**config.mk**
```make
export PLATFORM = sky130hd
export DESIGN_NAME = sa_ram_fifo_ctrl_256x3
export DESIGN_NICKNAME = d
export VERILOG_FILES = /design/src/rtl/sa_ramctl_pkg.sv /design/src/rtl/sa_ramctl_skid2.sv /design/src/rtl/sa_ram_fifo_ctrl_256x3.sv
export SDC_FILE = /design/constraint.sdc
export NUM_CORES = 1
export LEC_CHECK = 0
export ABC_AREA = 0
export BUFFER_PORTS_ARGS = -buffer_cell sky130_fd_sc_hd__buf_4
export CORE_UTILIZATION = 40
export CTS_CLUSTER_SIZE = 25
export DETAILED_ROUTE_END_ITERATION = 7
export GPL_TIMING_DRIVEN = 0
export PLACE_DENSITY = 0.64
export SLEW_MARGIN = 20
export SYNTH_ARGS = -nofsm -noshare
export SYNTH_HDL_FRONTEND = slang
export SYNTH_HIERARCHICAL = 1
export SYNTH_SLANG_ARGS = --single-unit
```
**constraint.sdc**
```tcl
create_clock -name clk -period 7.8 [get_ports clk]
set_clock_uncertainty 0.05 [all_clocks]
set_input_delay 0.39 -clock clk [delete_from_list [all_inputs] [get_ports clk]]
set_output_delay 0.39 -clock clk [all_outputs]
set_load 0.02 [all_outputs]
```
**src/rtl/sa_ramctl_pkg.sv**
```systemverilog
// sa_ramctl_pkg: shared constants and types for the 256x3 RAM FIFO controller.
//   DEPTH/AW/DW : default RAM geometry
//   SKID_DEPTH  : entries in the output skid buffer
//   ptr_t/cnt_t/occ_t : RAM pointer, RAM item count, total occupancy
package sa_ramctl_pkg;
    localparam int DEPTH      = 256;
    localparam int AW         = 8;
    localparam int DW         = 3;
    localparam int SKID_DEPTH = 2;

    typedef logic [AW-1:0] ptr_t;
    typedef logic [AW:0]   cnt_t;
    typedef logic [AW+1:0] occ_t;
endpackage

```
**src/rtl/sa_ramctl_skid2.sv**
```systemverilog
// sa_ramctl_skid2: 2-entry output buffer that absorbs the RAM read latency.
//   clk, rst  : clock, async active-high reset
//   push_i    : capture din_i at the tail
//   din_i     : captured RAM read data
//   pop_i     : consumer took the head entry
//   dout_o    : head entry
//   cnt_o     : entries held (0..2)
module sa_ramctl_skid2
    import sa_ramctl_pkg::*;
#(
    parameter int DW = sa_ramctl_pkg::DW
) (
    input  logic          clk,
    input  logic          rst,
    input  logic          push_i,
    input  logic [DW-1:0] din_i,
    input  logic          pop_i,
    output logic [DW-1:0] dout_o,
    output logic [1:0]    cnt_o
);
    logic [DW-1:0] mem_q [SKID_DEPTH];
    logic          head_q, tail_q;
    logic [1:0]    cnt_q;

    always_ff @(posedge clk or posedge rst) begin
        if (rst) begin
            for (int i = 0; i < SKID_DEPTH; i++) mem_q[i] <= '0;
            head_q <= 1'b0;
            tail_q <= 1'b0;
            cnt_q  <= 2'd0;
        end else begin
            if (push_i) begin
                mem_q[tail_q] <= din_i;
                tail_q        <= ~tail_q;
            end
            if (pop_i) head_q <= ~head_q;
            cnt_q <= cnt_q + {1'b0, push_i} - {1'b0, pop_i};
        end
    end

    assign dout_o = mem_q[head_q];
    assign cnt_o  = cnt_q;
endmodule

```
**src/rtl/sa_ram_fifo_ctrl_256x3.sv**
```systemverilog
// sa_ram_fifo_ctrl_256x3: valid/ready FIFO sequencer driving an external
// two-port RAM (write wa/we/di, read ra/re with dout one cycle after re).
//   clk, rst            : clock, async active-high reset
//   wr_pvld/wr_prdy/wr_pd : push stream (wr_prdy is registered)
//   rd_pvld/rd_prdy/rd_pd : pop stream, fed from a 2-entry skid buffer
//   ram_wa/we/di        : RAM write command
//   ram_ra/re/dout      : RAM read command and returned data
//   pwrbus_ram_pd       : passed through to ram_pwrbus_ram_pd
//   occ                 : items held in RAM + in flight + skid (registered)
// Optional: SA_RAMCTL_PEAK_EN adds peak_clr / occ_peak (max-occupancy tracker).
module sa_ram_fifo_ctrl_256x3
#(
    parameter int DEPTH = sa_ramctl_pkg::DEPTH,
    parameter int AW    = sa_ramctl_pkg::AW,
    parameter int DW    = sa_ramctl_pkg::DW
) (
    input  logic          clk,
    input  logic          rst,
    input  logic          wr_pvld,
    output logic          wr_prdy,
    input  logic [DW-1:0] wr_pd,
    output logic          rd_pvld,
    input  logic          rd_prdy,
    output logic [DW-1:0] rd_pd,
    output logic [AW-1:0] ram_wa,
    output logic          ram_we,
    output logic [DW-1:0] ram_di,
    output logic [AW-1:0] ram_ra,
    output logic          ram_re,
    input  logic [DW-1:0] ram_dout,
    input  logic [31:0]   pwrbus_ram_pd,
    output logic [31:0]   ram_pwrbus_ram_pd,
`ifdef SA_RAMCTL_PEAK_EN
    input  logic          peak_clr,
    output logic [AW+1:0] occ_peak,
`endif
    output logic [AW+1:0] occ
);
    import sa_ramctl_pkg::*;

    localparam logic [AW:0]   FULL    = (AW+1)'(DEPTH);
    localparam logic [AW-1:0] PTR_ONE = AW'(1);

    logic [AW-1:0] wr_ptr_q, rd_ptr_q, ra_q;
    logic [AW:0]   ram_cnt_q, ram_cnt_d;
    logic [AW+1:0] occ_q, occ_d;
    logic          inflight_q, wr_prdy_q;
    logic [1:0]    out_cnt, out_cnt_d;
    logic [2:0]    pend;
    logic          push, pop, issue;

    assign push    = wr_pvld & wr_prdy_q;
    assign rd_pvld = (out_cnt != 2'd0);
    assign pop     = rd_pvld & rd_prdy;

    // Skid slots already committed after this cycle's pop; only issue a read
    // when its data is guaranteed a slot at capture time.
    assign pend  = {1'b0, out_cnt} + {2'b0, inflight_q} - {2'b0, pop};
    assign issue = (ram_cnt_q != '0) && (pend < 3'(SKID_DEPTH));

    always_comb begin
        ram_cnt_d = ram_cnt_q + {{AW{1'b0}}, push} - {{AW{1'b0}}, issue};
        out_cnt_d = out_cnt + {1'b0, inflight_q} - {1'b0, pop};
        // occ tracks the post-edge state so it matches the registers it sums
        occ_d     = {1'b0, ram_cnt_d} + {{(AW+1){1'b0}}, issue}
                  + {{AW{1'b0}}, out_cnt_d};
    end

    always_ff @(posedge clk or posedge rst) begin
        if (rst) begin
            wr_ptr_q   <= '0;
            rd_ptr_q   <= '0;
            ra_q       <= '0;
            ram_cnt_q  <= '0;
            occ_q      <= '0;
            inflight_q <= 1'b0;
            wr_prdy_q  <= 1'b0;
        end else begin
            if (push) wr_ptr_q <= wr_ptr_q + PTR_ONE;
            if (issue) begin
                rd_ptr_q <= rd_ptr_q + PTR_ONE;
                ra_q     <= rd_ptr_q;
            end
            ram_cnt_q  <= ram_cnt_d;
            occ_q      <= occ_d;
            inflight_q <= issue;
            wr_prdy_q  <= (ram_cnt_d != FULL);
        end
    end

    // Capture happens the cycle after issue, when ram_dout is valid.
    sa_ramctl_skid2 #(.DW(DW)) u_skid (
        .clk    (clk),
        .rst    (rst),
        .push_i (inflight_q),
        .din_i  (ram_dout),
        .pop_i  (pop),
        .dout_o (rd_pd),
        .cnt_o  (out_cnt)
    );

`ifdef SA_RAMCTL_PEAK_EN
    logic [AW+1:0] occ_peak_q;
    always_ff @(posedge clk or posedge rst) begin
        if (rst)                     occ_peak_q <= '0;
        else if (peak_clr)           occ_peak_q <= occ_q;
        else if (occ_q > occ_peak_q) occ_peak_q <= occ_q;
    end
    assign occ_peak = occ_peak_q;
`endif

    assign wr_prdy           = wr_prdy_q;
    assign ram_we            = push;
    assign ram_wa            = wr_ptr_q;
    assign ram_di            = wr_pd;
    assign ram_re            = issue;
    assign ram_ra            = issue ? rd_ptr_q : ra_q;
    assign occ               = occ_q;
    assign ram_pwrbus_ram_pd = pwrbus_ram_pd;
endmodule
```
==> key figures, run 1 <==
CTS
  – Clk buf depth: 2
  – Worst-Skew Late Latency: 0.30 ns
  – Worst-path clk slew: 0.09 ns
  – Root buf cell: clkbuf_8
  – Clock H-tree levels: 2
  – Post-cts sizing count: 0
  – Post-CTS Setup Inserts: 0
  – CTS tree: yes
  – Cts bufs inserted: 5
  – Clock tree sinks: 55

Min path
  – Hold crit path type: in2reg
  – Hold depth: 2
  – Hold Path Sink: u_skid/mem_q[2]
  – Worst Hold Launch: ram_dout[2]

Synth
  – Async SR Flop Fraction: 1.00
  – Sequential area share after synthesis: 0.460
  – Synth Area in XOR/XNOR: 0.117
  – Synth Area in Simple Gates: 0.112
  – Synthesized instance count: 265
  – Dominant cell type by area after synthesis: dfrtp_1
  – Post-Syn Nets: 330
  – Register bit total from synthesis: 55
  – Post-synth EDFFs: 0
  – Largest family of logic cells by synthesized area: buffers and inverters
  – Ys Warns: 6
  – Cells taking the most area after synthesis: dfrtp_1, buf_4, ha_1, xnor2_1, nand2_1
  – Compound-Gate Fraction of Synth Area: 0.0414
  – Proportion of netlist area held by the largest area contributor: 0.460
  – Synthesized-area fraction occupied by adder cells: 0.106
  – Mux cell area share after synthesis: 0.0377
  – Cell variety after synth: 39
  – Top FF cell, synth: dfrtp_1
  – Avg Inst Size Synth: 11.3 um^2
  – Syn Std Cell Area: 2990 um^2

Placement
  – Post-place setup slack: 2.42 ns
  – Detailed placer's ending HPWL: 4150 um
  – Placed cells: 439
  – Number of I/O port buffers: 74
  – Placer Congestion: 0.766

Floorplan
  – Core Area: 7250 um^2
  – Initial core utilization: 0.412
  – Die width: 88.5 um
  – FP Rows: 31
  – Ports: 110
  – Die area: 7830 um^2
  – Die H: 88.5 um

Global route
  – Grt total ovfl: 0
  – Pin count of the biggest net entering global routing: 36
  – Initial antenna violation count: 0
  – GRT Util Overall: 0.140
  – Vias in the first global route: 1885
  – First-pass GRT wire length: 8290 um

Cells and area
  – N_diodes: 0
  – Final Non-Filler Cells: 447
  – Commonest non-fill, non-tap cells in the layout: buf_4, dfrtp_1, nand2_1
  – Leading cell type in the layout, fill and taps excluded: buf_4
  – # fillers: 685
  – Area Overhead vs Synth: 26.7%
  – Share of cells above drive strength 1: 0.414
  – Net count, final: 413

Worst setup path
  – Crit-path cells: or2_2 -> and2_1 -> ha_1 -> inv_1 -> ha_1 -> inv_1 -> fa_1 -> o311ai_1 -> inv_1 -> clkbuf_1 -> ha_1 -> inv_1 -> ha_1 -> fa_1 -> inv_1 -> fa_1 -> nor2_1 -> nand4_1 -> nor3b_2 -> xnor2_1
  – WP data arrival: 5.50 ns
  – Slowest CP cell: fa_1
  – Worst reg2reg path depth: 20
  – Req. time, crit path: 7.98 ns
  – Buf+Inv Stages, Crit Path: 6
  – Worst R2R Setup Slack: 2.47 ns
  – Critical-path maximum fanout: 13
  – R2R Path Start: u_skid/cnt_o[1]
  – Stages on the worst setup path: 20
  – CP startpoint kind: register
  – Max incr delay on CP: 0.57 ns
  – CP Capture Type: register
  – Critical path startpoint: u_skid/cnt_o[1]
  – Critical Path Most Common Cell: inv_1
  – RR Endpoint: occ[8]
  – Kind of critical path: reg2reg
  – Top delay family on crit path: adder cells

Route
  – Average wire per standard cell: 11.5 um
  – DRC Markers: 0
  – Vias: 1964
  – Final ANT Viol Nets: 0
  – Drt pass-1 iters: 4
  – Routed wire length: 5150 um
  – Vias per cell: 4.39
  – DRT iter0 DRCs: 40

STA
  – Tmin final: 5.33 ns
  – Max-slew violations: 0
  – Final setup margin: 2.47 ns
  – Min Hold Slack: 0.255 ns
  – Final setup violation count: 0
  – Tcrit/Tclk final: 0.683
  – RSZ-0062 raised after global routing: false
  – Sum Neg Setup Slack: 0 ns
  – Final hold vios: 0
  – Rel. slew slack: 0.604
  – Least-Margin Pin Slew: 0.594 ns
  – Max Freq: 188 MHz

Run status
  – Status: complete, no violations

Flow run
  – Max Cap Violations: 0
[kinds of logic (layout without fill, tap and decap cells)]
logic type               after synthesis  count (layout)
buffers and inverters                 65             148
AO/OA/AOI/OAI                         13              13
XOR/XNOR                              34              34
multiplexers                          10              10
AND/OR/NAND/NOR                       65              65
adder cells (fa/ha/maj)               23              23
flip-flops                            55              55
[layer usage]
layer  global-route usage  vias up  routed length, um
li1                     -      965                  -
met1                0.160      941               2130
met2                0.253       54               2760
met3               0.0280        4                174
met4               0.0616        0                 83
met5                    0        -                  0
[worst register-to-register path, stage by stage, from the launching register on]
cell and delay [ns]:
dfrtp_1 0.46, or2_2 0.31, and2_1 0.20, ha_1 0.28, inv_1 0.06, ha_1 0.13
inv_1 0.05, fa_1 0.56, o311ai_1 0.18, inv_1 0.14, clkbuf_1 0.48, ha_1 0.23
inv_1 0.04, ha_1 0.23, fa_1 0.57, inv_1 0.08, fa_1 0.43, nor2_1 0.22
nand4_1 0.19, nor3b_2 0.22, xnor2_1 0.14
[layout make-up]
cell class	instances	area, um^2	share of cell area
Sequential cell	55	1380	0.363
Multi-Input combinational cell	145	1240	0.327
Timing Repair Buffer	76	586	0.155
Buffer	37	270	0.0714
Tap cell	99	124	0.0327
Inverter	28	105	0.0278
Clock buffer	6	82.6	0.0218
Clock inverter	1	5.00	0.00132
[synth_stat cells (all sizes together), types with 2 or more instances]
library cell / n
nor3b: 2
nand4: 3
buf: 35
dfrtp: 55
nand3: 8
a21oi: 5
fa: 4
and3: 2
xor2: 11
mux2: 10
nor3: 2
o21ai: 2
clkbuf: 2
nand2: 34
ha: 19
inv: 28
xnor2: 23
nor2: 7
[metrics by stage]
stage | utilization | area (um^2)
after floorplan | - | 2990
after global placement | 0.506 | 3670
after detailed placement | 0.509 | 3690
after CTS | 0.522 | 3790
after global routing | 0.522 | 3790
final | 0.522 | 3790
[flip-flops by register name (all words and copies together), names as in the netlist]
name and cells:
occ 10, ram_cnt_q 9, ra_q 8, ram_wa 8, rd_ptr_q 8, u_skid/mem_q 6, u_skid/cnt_o 2, inflight_q 1
u_skid/head_q 1, u_skid/tail_q 1, wr_prdy 1
[how the worst max path moves through the flow]
stage | to
global placement | occ[8]
detailed placement | occ[8]
floorplan | occ[8]
finish | occ[8]
CTS | occ[8]
global route | occ[8]
[repair_timing]
| action | 4_1_cts | 5_1_grt |
|---|---|---|
| hold buffers | 1 | 0 |
| endpoints found under the setup margin | 0 | 0 |
| endpoints found under the hold margin | 10 | 0 |
Power of run 1 is left out: the tool's default activity adds up to more than one toggle a clock period on the data nets, which glitch-free logic cannot reach.
==> run 2, diff against run 1 <==
clock period = 5.4 ns   (was 7.8 ns; I/O delays follow)
==> run 2 against run 1 <==
Compared with the run above: setup slack lost 1.9 ns; hold slack lost 0.12 ns; routed wire length shrank 0.12%; critical path depth shrank 1; highest routed layer unchanged; via count grew 0.71%; final area grew 0.30%; critical endpoint unchanged; sequential share of layout area shrank 0.11 points.
==> key figures, run 2 (synthesis gave the netlist of run 1 again) <==
Global route
  – Grt total ovfl: 0 (unchanged)
  – GRT Util Overall: 0.139 (-0.000996)
  – First-pass GRT wire length: 8230 um (-0.75%)
  – Vias in the first global route: 1871 (-0.74%)
  – Pin count of the biggest net entering global routing: 36 (unchanged)
  – Initial antenna violation count: 0 (unchanged)

Floorplan
  – Core Area: 7250 um^2 (unchanged)
  – Die area: 7830 um^2 (unchanged)
  – FP Rows: 31 (unchanged)
  – Initial core utilization: 0.412 (unchanged)
  – Die width: 88.5 um (unchanged)
  – Die H: 88.5 um (unchanged)
  – Ports: 110 (unchanged)

CTS
  – Root buf cell: clkbuf_8
  – Cts bufs inserted: 5 (unchanged)
  – Worst-Skew Late Latency: 0.30 ns (about the same)
  – CTS tree: yes
  – Clk buf depth: 2 (unchanged)
  – Worst-path clk slew: 0.09 ns (about the same)
  – Clock tree sinks: 55 (unchanged)
  – Clock H-tree levels: 2 (unchanged)

STA
  – Sum Neg Setup Slack: 0 ns (unchanged)
  – Max-slew violations: 0 (unchanged)
  – Tmin final: 4.83 ns (-0.495 ns)
  – Least-Margin Pin Slew: 0.518 ns (-0.0760 ns)
  – Tcrit/Tclk final: 0.895 (+0.212)
  – Max Freq: 207 MHz (+10%)
  – RSZ-0062 raised after global routing: false
  – Final hold vios: 0 (unchanged)
  – Final setup violation count: 0 (unchanged)
  – Rel. slew slack: 0.649 (+0.0452)

Cells and area
  – N_diodes: 0 (unchanged)
  – Net count, final: 414 (+0.24%)
  – Number of flip-flops in the largest register: 10 (unchanged)
  – Leading cell type in the layout, fill and taps excluded: buf_4
  – # fillers: 681 (-0.58%)
  – Commonest non-fill, non-tap cells in the layout: buf_4, dfrtp_1, nand2_1
  – Share of cells above drive strength 1: 0.421 (+0.00741)
  – Area Overhead vs Synth: 27.0%

Route
  – Drt pass-1 iters: 4 (unchanged)
  – DRC Markers: 0 (unchanged)
  – Routed wire length: 5150 um (-0.12%)
  – Vias: 1978 (+0.71%)
  – DRT iter0 DRCs: 54 (+35%)
  – Final ANT Viol Nets: 0 (unchanged)
  – Average wire per standard cell: 11.5 um (-0.34%)
  – Vias per cell: 4.42 (+0.49%)

Min path
  – Hold crit path type: in2reg

Worst setup path
  – Kind of critical path: reg2reg
  – WP data arrival: 5.01 ns (-0.49 ns)
  – CP startpoint kind: register
  – Req. time, crit path: 5.58 ns (-2.40 ns)
  – CP Capture Type: register
  – Critical-path maximum fanout: 4 (-9)

Flow run
  – Max Cap Violations: 0 (unchanged)

Placement
  – Number of I/O port buffers: 74 (unchanged)
  – Detailed placer's ending HPWL: 4150 um (unchanged)
  – Placer Congestion: 0.766 (unchanged)

Run status
  – Status: complete, no violations
==> run 2: changes by cell type in the layout (fill, tap and decap cells not counted) <==
cell,change
buf_4,+2
clkbuf_1,-1
inv_1,-1
inv_2,+1
==> run 2: worst paths after layout <==
| kind | slack (ns) | to | cells past startpoint | from |
|---|---|---|---|---|
| hold reg to reg | 0.43 | rd_ptr_q[7] | 1 | rd_ptr_q[7] |
| hold / removal | 0.14 | u_skid/mem_q[2] | 2 | ram_dout[2] |
| max in group asynchronous | 4.41 | ram_cnt_q[6] | 4 | rst |
| min in group asynchronous | 0.41 | occ[1] | 3 | rst |
| setup / recovery | 0.57 | occ[8] | 19 | u_skid/cnt_o[1] |
| setup reg to reg | 0.57 | occ[8] | 19 | u_skid/cnt_o[1] |
==> run 2: layer usage <==
| layer | track usage | share of wire | wire length, um |
|---|---|---|---|
| met1 | 0.159 | 0.41 | 2110 |
| met2 | 0.252 | 0.54 | 2780 |
| met3 | 0.0280 | 0.035 | 178 |
| met4 | 0.0616 | 0.016 | 84 |
| met5 | 0 | 0 | 0 |
==> run 2: area by class of cell <==
type	count	area (um^2)	share of cell area
plain buffers	36	267	0.0702
clock inverters	1	5.00	0.00132
well taps	99	124	0.0326
flip-flops and latches	55	1380	0.362
inverters	28	105	0.0277
clock buffers	6	82.6	0.0217
multi-input cells	145	1240	0.326
repair buffers	78	601	0.158
==> run 2: repair_timing <==
item / in CTS / in global routing
setup buffers: 0 / 2
hold buffers: 1 / 0
endpoints found under the hold margin: 20 / 0
endpoints found under the setup margin: 1 / 5
resized for setup: 0 / 1
==> run 2: worst max-delay path: stages, from the launching register on <==
cell,delay [ns]
dfrtp_1,0.46
or2_2,0.31
and2_1,0.21
ha_1,0.28
inv_1,0.06
ha_1,0.13
inv_1,0.05
fa_1,0.51
o311ai_1,0.18
inv_2,0.12
ha_1,0.30
inv_1,0.04
ha_1,0.23
fa_1,0.57
inv_1,0.08
fa_1,0.42
nor2_1,0.22
nand4_1,0.19
nor3b_2,0.22
xnor2_1,0.14
==> run 2: per-stage QoR <==
step | area [um^2] | instances | utilization | hold WS, ns | worst slack [ns]
finish | 3800 | 448 | 0.524 | 0.136 | 0.567
global placement | 3670 | 438 | 0.506 | 0.230 | 0.108
global route | 3800 | 448 | 0.524 | 0.140 | 0.222
detailed placement | 3690 | 439 | 0.509 | 0.200 | 0.0230
floorplan | 2990 | 265 | - | 0.0602 | 0.415
CTS | 3780 | 446 | 0.522 | 0.133 | 0.181
Power of run 2 is left out for the same reason.
